===== src/rtl/adapter_axi_stream_2_ppfifo.sv =====
// AXI Stream slave to Ping Pong FIFO write-side adapter; tuser[0] rides in the PPFIFO word MSB.
// Optional: define ADAPTER_AXI_2_PPFIFO_TLAST_RELEASE_EN to also release the half on tlast.
module adapter_axi_stream_2_ppfifo #(
    parameter int DATA_WIDTH   = 24,
    parameter int STROBE_WIDTH = DATA_WIDTH / 8
) (
    input  logic                  i_axi_clk,
    input  logic                  rst_n,
    input  logic [3:0]            i_axi_user,
    input  logic [DATA_WIDTH-1:0] i_axi_data,
    input  logic                  i_axi_last,
    input  logic                  i_axi_valid,
    output logic                  o_axi_ready,
    input  logic [1:0]            i_ppfifo_rdy,
    output logic [1:0]            o_ppfifo_act,
    input  logic [23:0]           i_ppfifo_size,
    output logic                  o_ppfifo_stb,
    output logic [DATA_WIDTH:0]   o_ppfifo_data,
    output logic [31:0]           o_debug
);

    typedef enum logic [3:0] {
        IDLE    = 4'd0,
        READY   = 4'd1,
        RELEASE = 4'd2
    } state_t;

    state_t      state;
    logic [23:0] r_count;
    logic [24:0] count_next;
    logic        beat;
    logic        release_hit;
    logic        unused_inputs;

    // 25-bit increment so a half of 2^24-1 words never wraps the compare
    assign count_next = {1'b0, r_count} + 25'd1;
    assign beat       = i_axi_valid & o_axi_ready;

`ifdef ADAPTER_AXI_2_PPFIFO_TLAST_RELEASE_EN
    assign release_hit   = (count_next >= {1'b0, i_ppfifo_size}) | i_axi_last;
    assign unused_inputs = ^{i_axi_user[3:1], (STROBE_WIDTH > 0)};
`else
    assign release_hit   = (count_next >= {1'b0, i_ppfifo_size});
    assign unused_inputs = ^{i_axi_user[3:1], i_axi_last, (STROBE_WIDTH > 0)};
`endif

    assign o_axi_ready = (state == READY) && (o_ppfifo_act != 2'b00) &&
                         (r_count < i_ppfifo_size);

    assign o_debug = {r_count[15:0], 6'd0, i_axi_valid, o_axi_ready,
                      i_ppfifo_rdy, o_ppfifo_act, state};

    always_ff @(posedge i_axi_clk) begin
        if (!rst_n) begin
            state         <= IDLE;
            o_ppfifo_act  <= 2'b00;
            r_count       <= 24'd0;
            o_ppfifo_stb  <= 1'b0;
            o_ppfifo_data <= '0;
        end else begin
            o_ppfifo_stb <= 1'b0;
            case (state)
                IDLE: begin
                    if ((o_ppfifo_act == 2'b00) && (i_ppfifo_rdy != 2'b00)) begin
                        r_count      <= 24'd0;
                        o_ppfifo_act <= i_ppfifo_rdy[0] ? 2'b01 : 2'b10;
                        state        <= READY;
                    end
                end
                READY: begin
                    if (i_ppfifo_size == 24'd0) begin
                        o_ppfifo_act <= 2'b00;
                        state        <= RELEASE;
                    end else if (beat) begin
                        o_ppfifo_stb  <= 1'b1;
                        o_ppfifo_data <= {i_axi_user[0], i_axi_data};
                        r_count       <= count_next[23:0];
                        // the last strobe of a half lands in the same cycle act falls
                        if (release_hit) begin
                            o_ppfifo_act <= 2'b00;
                            state        <= RELEASE;
                        end
                    end
                end
                RELEASE: begin
                    state <= IDLE;
                end
                default: begin
                    o_ppfifo_act <= 2'b00;
                    state        <= IDLE;
                end
            endcase
        end
    end

endmodule


===== config.mk =====
export PLATFORM = sky130hd
export DESIGN_NAME = adapter_axi_stream_2_ppfifo
export DESIGN_NICKNAME = d
export VERILOG_FILES = /design/src/rtl/adapter_axi_stream_2_ppfifo.sv
export SDC_FILE = /design/constraint.sdc
export NUM_CORES = 1
export LEC_CHECK = 0
export CORE_UTILIZATION = 37
export DETAILED_ROUTE_END_ITERATION = 8
export GPL_TIMING_DRIVEN = 0
export PLACE_DENSITY = 0.69
export SETUP_SLACK_MARGIN = 0.5
export SYNTH_ARGS = -nofsm -noshare
export SYNTH_HDL_FRONTEND = slang
export SYNTH_SLANG_ARGS = --single-unit

===== constraint.sdc =====
create_clock -name i_axi_clk -period 2.87 [get_ports i_axi_clk]
set_input_delay 0.574 -clock i_axi_clk [delete_from_list [all_inputs] [get_ports i_axi_clk]]
set_output_delay 0.574 -clock i_axi_clk [all_outputs]
set_load 0.02 [all_outputs]

==> impl_metrics.yaml, run 1 <==
worst_setup_path:
  required_ns: 3.09
  r2r_setup_slack_ns: -0.14
  cp_max_fo: 5
  endpoint_kind: "flip-flop"
  timing.rr.end: "state[1]"
  r2r_cells: 11
  critPathKind: "reg2reg"
  cp-start-kind: "flip-flop"
  regToRegStartpoint: "r_count[1]"
  arrival_ns: 3.23
sta:
  finalWorstSetupSlack_ns: -0.143
  skew_ns: 0.00814
  maxSlewHeadroom: 0.521
  min_period_ns: 3.01
  setup_viol: 6
  rsz0062_at_grt: "yes"
  worstMarginPinSlew_ns: 0.719
  whs_ns: 0.472
  fin_crit_sh: 1.05
  hold_viol_final: 0
  max_freq_ghz: 0.332
  drv_slew: 0
synthesis:
  async_flop_share: 0
  syn-instance-count: 508
  synth_area_per_cell_um2: 8.03
  synth_seq_cells: 54
  synth_edf_count: 0
  synthFlopType: "dfxtp_1"
  ys_warn_count: 0
  syn_area_mm2: 0.00408
  synth_cell_types: 49
  seq_area_frac_synth: 0.265
detailed_routing:
  drt-total-wl_mm: 15.8
  first_pass_iters: 6
  postRouteAntennaNets: 0
  vias: 4859
  drt_iter0_drc: 386
  wire_per_inst_um: 18.8
  drcViolationCount: 0
  via_per_inst: 5.78
cells_and_area:
  fillers: 771
  nets: 811
  mostFrequentLayoutCells: "buf_4, clkdlybuf4s50_1, dfxtp_1"
  antenna_cells: 0
  multiInputGateArea_mm2: 0.00351
  fin_cells: 841
  area_growth_pct: 81.8
  layout-drive-gt1-share: 0.488
  finish.utilization: 0.706
  layout_commonest_cell: "buf_4"
  seqCellArea_mm2: 0.00115
job:
  maxCapViolCount: 0
floorplan:
  die-width_um: 107
  core_area_mm2: 0.0105
  dieHeight_um: 107
  start_util: 0.388
  dieArea_mm2: 0.0114
  ios: 119
  rows: 37
clocking:
  cts.sinks: 54
  cts_max_level: 2
  cts_buffer_depth: 2
  cts_tree: "built"
  root_buffer: "clkbuf_8"
  clk_pin_slew_worst_paths_ns: 0.10
  numCtsBuffers: 5
  insertion_delay_ns: 0.32
global_routing:
  antenna_found_initial: 0
  grt_pass1_vias: 4756
  grt.overflow.total: 0
  grt_max_degree: 17
  track_usage: 0.265
  grt_pass1_wl_mm: 23.8
pwr:
  power_density_mw_per_mm2: 262
  p_leak_nw: 2.86
  peakVddDrop_uv: 211
worst_hold_path:
  hold_class: "reg2reg"
  hold-path-cell-count: 2
  hold_start: "o_ppfifo_data[6]"
  min_to: "o_ppfifo_data[6]"
status:
  violations: "negative setup slack"
  outcome: "finished with violations"
placed_design:
  io_buffers: 106
  post-dp-hpwl_mm: 10.1
  place_inst: 757
  routabilityCongestion: 0.906
==> registers in the layout (all words and copies together), names as in the netlist <==
register / count
o_ppfifo_stb: 1
state: 2
o_ppfifo_act: 2
o_ppfifo_data: 25
r_count: 24
==> cells in the mapped netlist (6+ instances only) <==
master	instances	area, um2
inv_1	29	109
nand2_1	22	82.6
dfxtp_1	54	1080
and4_1	6	52.6
o21ai_0	36	180
nand3_1	58	290
buf_4	33	248
buf_2	6	30.0
nor3_1	7	35.0
nor4_1	10	62.6
clkbuf_1	20	75.1
nand4_1	12	75.1
nor2_1	9	33.8
ha_1	49	613
a21oi_1	55	275
o211ai_1	21	158
xnor2_1	13	114
xor2_1	9	78.8
==> area by class of cell <==
| type | instances | area share |
|---|---|---|
| flip-flops and latches | 54 | 0.155 |
| clock inverters | 2 | 0.00506 |
| clock buffers | 6 | 0.00979 |
| repair buffers | 181 | 0.240 |
| plain buffers | 62 | 0.0725 |
| well taps | 136 | 0.0229 |
| multi-input cells | 371 | 0.474 |
| inverters | 29 | 0.0211 |
==> worst max-delay path, cell delays in order (launching register included) <==
cell	delay, ns
dfxtp_4	0.40
and2_1	0.26
nand3_4	0.16
nor3_4	0.22
xor2_1	0.28
ha_1	0.31
nand4_1	0.18
inv_1	0.10
a2111oi_4	0.37
o211ai_1	0.20
a21o_1	0.24
and4_1	0.20
==> where the power goes <==
| part | switching, W | internal [W] |
|---|---|---|
| clock | 0.000272 | 0.000261 |
| sequential | 0.0000230 | 0.000754 |
| combinational | 0.000340 | 0.000295 |
| total | 0.000636 | 0.00131 |
==> kinds of logic (layout without fill, tap and decap cells) <==
| kind of cell | after synthesis | after routing | synth area share |
|---|---|---|---|
| AO/OA/AOI/OAI | 144 | 144 | 0.216 |
| XOR/XNOR | 22 | 22 | 0.0472 |
| adder cells (fa/ha/maj) | 49 | 49 | 0.150 |
| buffers and inverters | 91 | 280 | 0.125 |
| flip-flops | 54 | 54 | 0.265 |
| other | 1 | 8 | 0.000919 |
| AND/OR/NAND/NOR | 147 | 148 | 0.195 |
==> stage by stage <==
| step | setup TNS [ns] | area, um2 | total power, W | worst slack (ns) |
|---|---|---|---|---|
| floorplan | 0 | 4500 | 0.00106 | 0.218 |
| global placement | -38.24 | 5730 | 0.00128 | -1.15 |
| detailed placement | -40.18 | 5730 | 0.00128 | -1.16 |
| CTS | -0.323 | 7000 | 0.00189 | -0.0810 |
| global route | -0.953 | 7420 | 0.00201 | -0.241 |
| finish | -0.567 | 7420 | 0.00195 | -0.143 |
==> routing by layer <==
layer | GRT usage | wire (um) | share of wire
met4 | 0.118 | 712 | 0.045
met3 | 0.0450 | 1010 | 0.064
met1 | 0.301 | 5980 | 0.38
met2 | 0.482 | 8120 | 0.51
met5 | 0 | 0 | 0
==> timing repair <==
item	in CTS	in global routing
gates cloned	9	0
hold buffers	0	0
endpoints found under the setup margin	58	57
endpoints found under the hold margin	0	0
setup buffers	50	17
resized for setup	274	86
pin swaps	86	53
==> how the worst max path moves through the flow <==
stage / slack (ns) / to / start / depth (start not counted)
after global placement: -1.15 / o_debug[8] / i_ppfifo_size[2] / 11
after detailed placement: -1.16 / o_debug[8] / i_ppfifo_size[2] / 11
after CTS: -0.08 / state[1] / r_count[1] / 12
final: -0.14 / state[1] / r_count[1] / 11
after global routing: -0.24 / o_ppfifo_act[0] / r_count[1] / 11
after floorplan: 0.22 / o_debug[8] / i_ppfifo_size[1] / 9
Power figures use the tool's default switching activity.
==> run 2: changes to the inputs <==
- GPL_ROUTABILITY_DRIVEN: default -> 0
==> results of run 2 <==
The final DEF is identical to that of run 1; final timing and power are the same.
